## src/rtl/uart_tx_port_if.sv

```systemverilog
// CPU output-port side of the UART transmitter: write strobe, data, overflow clear,
// and the status byte plus serial line returned to the CPU/board.
interface uart_tx_port_if;
  logic       wr_en;
  logic [7:0] wr_data;
  logic       clr_ovf;
  logic [7:0] status;
  logic       tx;

  modport master (
    output wr_en,
    output wr_data,
    output clr_ovf,
    input  status,
    input  tx
  );

  modport slave (
    input  wr_en,
    input  wr_data,
    input  clr_ovf,
    output status,
    output tx
  );
endinterface

```

## src/rtl/uart_tx_port.sv

```systemverilog
// 8N1 UART transmitter behind a 4-entry byte FIFO, with a CPU-readable status byte
// {ovf, 0, busy, full, empty, count[2:0]} built entirely from registers.
module uart_tx_port #(
  parameter int CLKS_PER_BIT = 16
) (
  input  logic           clk,
  input  logic           reset,
  uart_tx_port_if.slave  bus
);

  localparam int BAUD_W = (CLKS_PER_BIT > 2) ? $clog2(CLKS_PER_BIT) : 1;
  localparam logic [BAUD_W-1:0] BAUD_LAST = BAUD_W'(CLKS_PER_BIT - 1);

  typedef enum logic [1:0] {IDLE, START, DATA, STOP} state_t;

  state_t            state_reg;
  logic [7:0]        mem [4];
  logic [1:0]        wr_ptr_reg;
  logic [1:0]        rd_ptr_reg;
  logic [2:0]        count_reg;
  logic [2:0]        count_next;
  logic              ovf_reg;
  logic              empty_reg;
  logic              full_reg;
  logic              busy_reg;
  logic              tx_reg;
  logic [7:0]        shift_reg;
  logic [2:0]        bit_reg;
  logic [BAUD_W-1:0] baud_reg;
  logic              pop;
  logic              push;
  logic              drop;

  // A pop frees a slot on the same edge, so a write to a full FIFO is only
  // dropped when the transmitter is not taking the head this cycle.
  always_comb begin
    pop        = (state_reg == IDLE) && (count_reg != 3'd0);
    push       = bus.wr_en && ((count_reg != 3'd4) || pop);
    drop       = bus.wr_en && !push;
    count_next = count_reg;
    case ({push, pop})
      2'b10:   count_next = count_reg + 3'd1;
      2'b01:   count_next = count_reg - 3'd1;
      default: count_next = count_reg;
    endcase
  end

  // Storage is deliberately left out of reset so it maps onto plain RAM.
  always_ff @(posedge clk) begin
    if (push) begin
      mem[wr_ptr_reg] <= bus.wr_data;
    end
  end

  always_ff @(posedge clk or posedge reset) begin
    if (reset) begin
      wr_ptr_reg <= 2'd0;
      rd_ptr_reg <= 2'd0;
      count_reg  <= 3'd0;
      empty_reg  <= 1'b1;
      full_reg   <= 1'b0;
      ovf_reg    <= 1'b0;
    end else begin
      if (push) begin
        wr_ptr_reg <= wr_ptr_reg + 2'd1;
      end
      if (pop) begin
        rd_ptr_reg <= rd_ptr_reg + 2'd1;
      end
      count_reg <= count_next;
      empty_reg <= (count_next == 3'd0);
      full_reg  <= (count_next == 3'd4);
      // Set has priority over clear so a simultaneous overflow is never lost.
      if (drop) begin
        ovf_reg <= 1'b1;
      end else if (bus.clr_ovf) begin
        ovf_reg <= 1'b0;
      end
    end
  end

  always_ff @(posedge clk or posedge reset) begin
    if (reset) begin
      state_reg <= IDLE;
      tx_reg    <= 1'b1;
      busy_reg  <= 1'b0;
      shift_reg <= 8'd0;
      bit_reg   <= 3'd0;
      baud_reg  <= '0;
    end else begin
      case (state_reg)
        IDLE: begin
          tx_reg   <= 1'b1;
          busy_reg <= 1'b0;
          if (pop) begin
            shift_reg <= mem[rd_ptr_reg];
            bit_reg   <= 3'd0;
            baud_reg  <= '0;
            tx_reg    <= 1'b0;
            busy_reg  <= 1'b1;
            state_reg <= START;
          end
        end
        START: begin
          if (baud_reg == BAUD_LAST) begin
            baud_reg  <= '0;
            tx_reg    <= shift_reg[0];
            state_reg <= DATA;
          end else begin
            baud_reg <= baud_reg + BAUD_W'(1);
          end
        end
        DATA: begin
          if (baud_reg == BAUD_LAST) begin
            baud_reg <= '0;
            if (bit_reg == 3'd7) begin
              tx_reg    <= 1'b1;
              state_reg <= STOP;
            end else begin
              // Drive the next bit straight from the pre-shift value.
              bit_reg   <= bit_reg + 3'd1;
              shift_reg <= shift_reg >> 1;
              tx_reg    <= shift_reg[1];
            end
          end else begin
            baud_reg <= baud_reg + BAUD_W'(1);
          end
        end
        STOP: begin
          if (baud_reg == BAUD_LAST) begin
            baud_reg  <= '0;
            busy_reg  <= 1'b0;
            state_reg <= IDLE;
          end else begin
            baud_reg <= baud_reg + BAUD_W'(1);
          end
        end
        default: begin
          state_reg <= IDLE;
          tx_reg    <= 1'b1;
          busy_reg  <= 1'b0;
        end
      endcase
    end
  end

  assign bus.status = {ovf_reg, 1'b0, busy_reg, full_reg, empty_reg, count_reg};
  assign bus.tx     = tx_reg;

endmodule

```

## src/flat_wrapper.sv

```systemverilog
// flat-port wrapper written by rule: the top's interface ports become plain ports
module uart_tx_port_flat 
#(
  parameter int CLKS_PER_BIT = 16
)
  (clk, reset, bus_wr_en, bus_wr_data, bus_clr_ovf, bus_status, bus_tx);
  uart_tx_port_if bus_i ();
  input  logic clk;
  input  logic reset;
  input wire logic [$bits(bus_i.wr_en)-1:0] bus_wr_en;
  input wire logic [$bits(bus_i.wr_data)-1:0] bus_wr_data;
  input wire logic [$bits(bus_i.clr_ovf)-1:0] bus_clr_ovf;
  output wire logic [$bits(bus_i.status)-1:0] bus_status;
  output wire logic [$bits(bus_i.tx)-1:0] bus_tx;
  assign bus_i.wr_en = bus_wr_en;
  assign bus_i.wr_data = bus_wr_data;
  assign bus_i.clr_ovf = bus_clr_ovf;
  assign bus_status = bus_i.status;
  assign bus_tx = bus_i.tx;
  uart_tx_port #(.CLKS_PER_BIT(CLKS_PER_BIT)) u_core (.clk(clk), .reset(reset), .bus(bus_i));
endmodule
```

## config.mk

```make
export PLATFORM = sky130hd
export DESIGN_NAME = uart_tx_port_flat
export DESIGN_NICKNAME = d
export VERILOG_FILES = /design/src/rtl/uart_tx_port_if.sv /design/src/rtl/uart_tx_port.sv /design/src/flat_wrapper.sv
export SDC_FILE = /design/constraint.sdc
export NUM_CORES = 1
export LEC_CHECK = 0
export ABC_AREA = 1
export CAP_MARGIN = 20
export CORE_MARGIN = 3
export CORE_UTILIZATION = 36
export DETAILED_ROUTE_END_ITERATION = 10
export DONT_BUFFER_PORTS = 1
export PLACE_DENSITY = 0.62
export SLEW_MARGIN = 20
export SYNTH_ARGS = -nofsm -noshare
export SYNTH_HDL_FRONTEND = slang
export SYNTH_SLANG_ARGS = --single-unit
```

## constraint.sdc

```tcl
create_clock -name clk -period 2.05 [get_ports clk]
set_input_delay 0.205 -clock clk [delete_from_list [all_inputs] [get_ports clk]]
set_output_delay 0.205 -clock clk [all_outputs]
set_load 0.03 [all_outputs]
```

==> results.md <==
- Status: completed
- Ranking of synthesized cells by area: edfxtp_1 33%, dfrtp_1 23%, nand2_1 6.4%
- Sequential element share of the synthesized area: 57.6%
- DP HPWL: 3470 um
- Die Ht: 96.3 um
- Initial DRT Pass Iterations: 4
- H-tree depth: 3
- Syn Std Cell Area: 2930 um2
- Hold slack final: 0.0595 ns
- Worst setup EP type: register
- GR Util All Layers: 12.7%
- # setup viols final: 0
- Reg clk slew, reported paths: 0.07 ns
- Cells after synthesis: 281
- CTS Buf Count: 9
- Max-Cap Viols: 0
- Worst-skew pair later-pin latency: 0.34 ns
- Mean Syn Cell Area: 10.4 um2
- Synthesized Nets: 306
- Drt wl/cell: 12.4 um
- Top-count cell post-synth: nand2_1
- Min-Delay Path Class: in -> reg
- Hold Fails Final Rpt: 0
- Diodes inserted: 0
- Root Buffer Master: clkbuf_8
- Yosys cell types: 34
- Post-synth EDFFs: 32
- # resized after CTS: 0
- Core Area: 7810 um2
- Detail Route Antenna Nets: 0
- Synth Flop Type: edfxtp_1
- Fillers: 750
- Drc violations: 0
- RSZ-0062 raised after global routing: no
- First-pass GRT wire length: 8780 um
- Top cells by count, synth: 50 x nand2_1, 32 x edfxtp_1, 28 x nor2_1
- F_max: 552 MHz
- Share of cells above drive strength 1: 20.9%
- Power per cell area: 984 nW/um2
- CP Max Fanout: 4
- WP data required: 2.32 ns
- GRT overflow: 0
- Fin area: 3330 um2
- 1st-iter DRT viols: 105
- YS warnings: 0
- Area post-placement: 3040 um2
- Clock Path Buffers: 2
- Vias in the first global route: 1827
- Die width: 96.3 um
- Worst Skew: 0.00883 ns
- Final TNS setup: 0 ns
- #FFs+latches synth: 61
- CP Data Arrival Time: 2.08 ns
- Port bufs: 0
- Period utilisation layout: 88.4%
- Max-slew violations: 0
- Drt total wl: 5050 um
- # IOs: 21
- Final #Nets: 326
- # clock sinks: 61
- Routed vias: 1887
- Die footprint: 9270 um2
- CTS tree: built
- Maximum VDD drop: 511 uV
- FFs w/ async S/R, synth: 47.5%
- Final min period: 1.81 ns
- Lkg Pwr: 1.41 nW
- Largest net degree at the start of global routing: 30
- CP Class: reg -> reg
- RD Place Congestion: 0.878
- Initial Util: 37.6%
- Row Count: 32
- CP startpoint kind: register
- Share of the synthesized area in the top cell type: 32.8%
- P&R area growth vs syn: 13.5%
- Post-synth top area cell: edfxtp_1
- Largest register FFs: 32
- Antenna violations before repair: 0
- Via density: 4.63
==> worst paths after layout <==
kind                                        endpoint  depth (start not counted)  slack, ns                 from
worst max register to register       u_core.full_reg                         11       0.24  u_core.state_reg[0]
worst min-delay path            u_core.wr_ptr_reg[0]                          2       0.06            bus_wr_en
worst max-delay path                 u_core.full_reg                         11       0.24  u_core.state_reg[0]
min in group asynchronous       u_core.wr_ptr_reg[1]                          3       0.37                reset
worst min register to register   u_core.shift_reg[4]                          2       0.49  u_core.shift_reg[4]
max in group asynchronous           u_core.empty_reg                          3       1.36                reset
==> logic make-up (layout without fill, tap and decap cells) <==
family	Yosys count	count (layout)	share of synthesized area, %
compound gates	47	47	9.04
xor+xnor	2	2	0.597
fa+ha+maj	13	13	5.80
buf+inv	38	63	6.99
flops	61	61	57.6
mux	1	1	0.384
other cells	1	1	0.128
simple gates	118	118	19.5
==> layout by cell type (no fill, tap or decap), types with 2 or more instances in the layout <==
cell	count
dlygate4sd3_1	10
clkbuf_8	9
inv_1	21
o21ai_0	23
nand2_2	15
nand2_4	3
nor2_2	3
o22ai_1	9
buf_4	11
inv_2	3
ha_1	12
edfxtp_1	32
o21a_1	2
nand2_1	50
xor2_1	2
nand3_2	2
o21ai_1	4
inv_4	2
nor2_1	28
inv_6	3
inv_8	2
o21ai_2	3
nand3_1	12
dfrtp_1	27
dfstp_2	2
a21oi_1	5
==> final cells by class <==
class | count | area [um2] | area share, %
sequential | 61 | 1690 | 50.7
multi-input combinational | 182 | 1040 | 31.2
timing repair buffer | 21 | 183 | 5.48
tap | 102 | 128 | 3.83
clock buffer | 9 | 124 | 3.72
inverter | 26 | 103 | 3.08
clock inverter | 7 | 65.1 | 1.95
==> critical path, stage by stage (launching register included) <==
cell and delay (ns):
dfrtp_1 0.41, inv_1 0.12, ha_1 0.19, nand3_2 0.13, fa_1 0.38, inv_1 0.08
nand3_1 0.09, nand2_2 0.07, nand2_1 0.05, nand2_1 0.06, nand2_2 0.06, nor2_1 0.10
==> layer usage <==
| metal | vias to the layer above | track usage [%] | share of wire (%) |
|---|---|---|---|
| met1 | 885 | 16.8 | 47 |
| met4 | 0 | 6.40 | 1.3 |
| li1 | 971 | - | - |
| met2 | 26 | 19.0 | 49 |
| met3 | 5 | 3.36 | 3.1 |
| met5 | - | 0 | 0 |
==> stage by stage <==
stage / instances / power, mW / worst slack, ns / utilization (%)
after floorplan: 281 / 2.11 / 0.199 / -
after global placement: 382 / 2.27 / 0.313 / 39.0
after detailed placement: 382 / 2.28 / 0.247 / 39.0
after CTS: 408 / 3.33 / 0.228 / 42.7
after global routing: 408 / 3.48 / 0.00153 / 42.7
final: 408 / 3.28 / 0.237 / 42.7
==> report_power, final <==
group	leakage (nW)	switching [mW]	internal, mW
logic	0.674	0.427	0.218
clock network	0.0947	0.547	0.469
registers	0.643	0.115	1.50
total	1.41	1.09	2.19
==> timing repair <==
item | in CTS | in global routing
buffers inserted | 0 | 0
setup endpoints to repair | 0 | 0
hold endpoints to repair | 60 | 0
hold buffers | 10 | 0
Note: power is estimated with default switching activity, not from simulation.
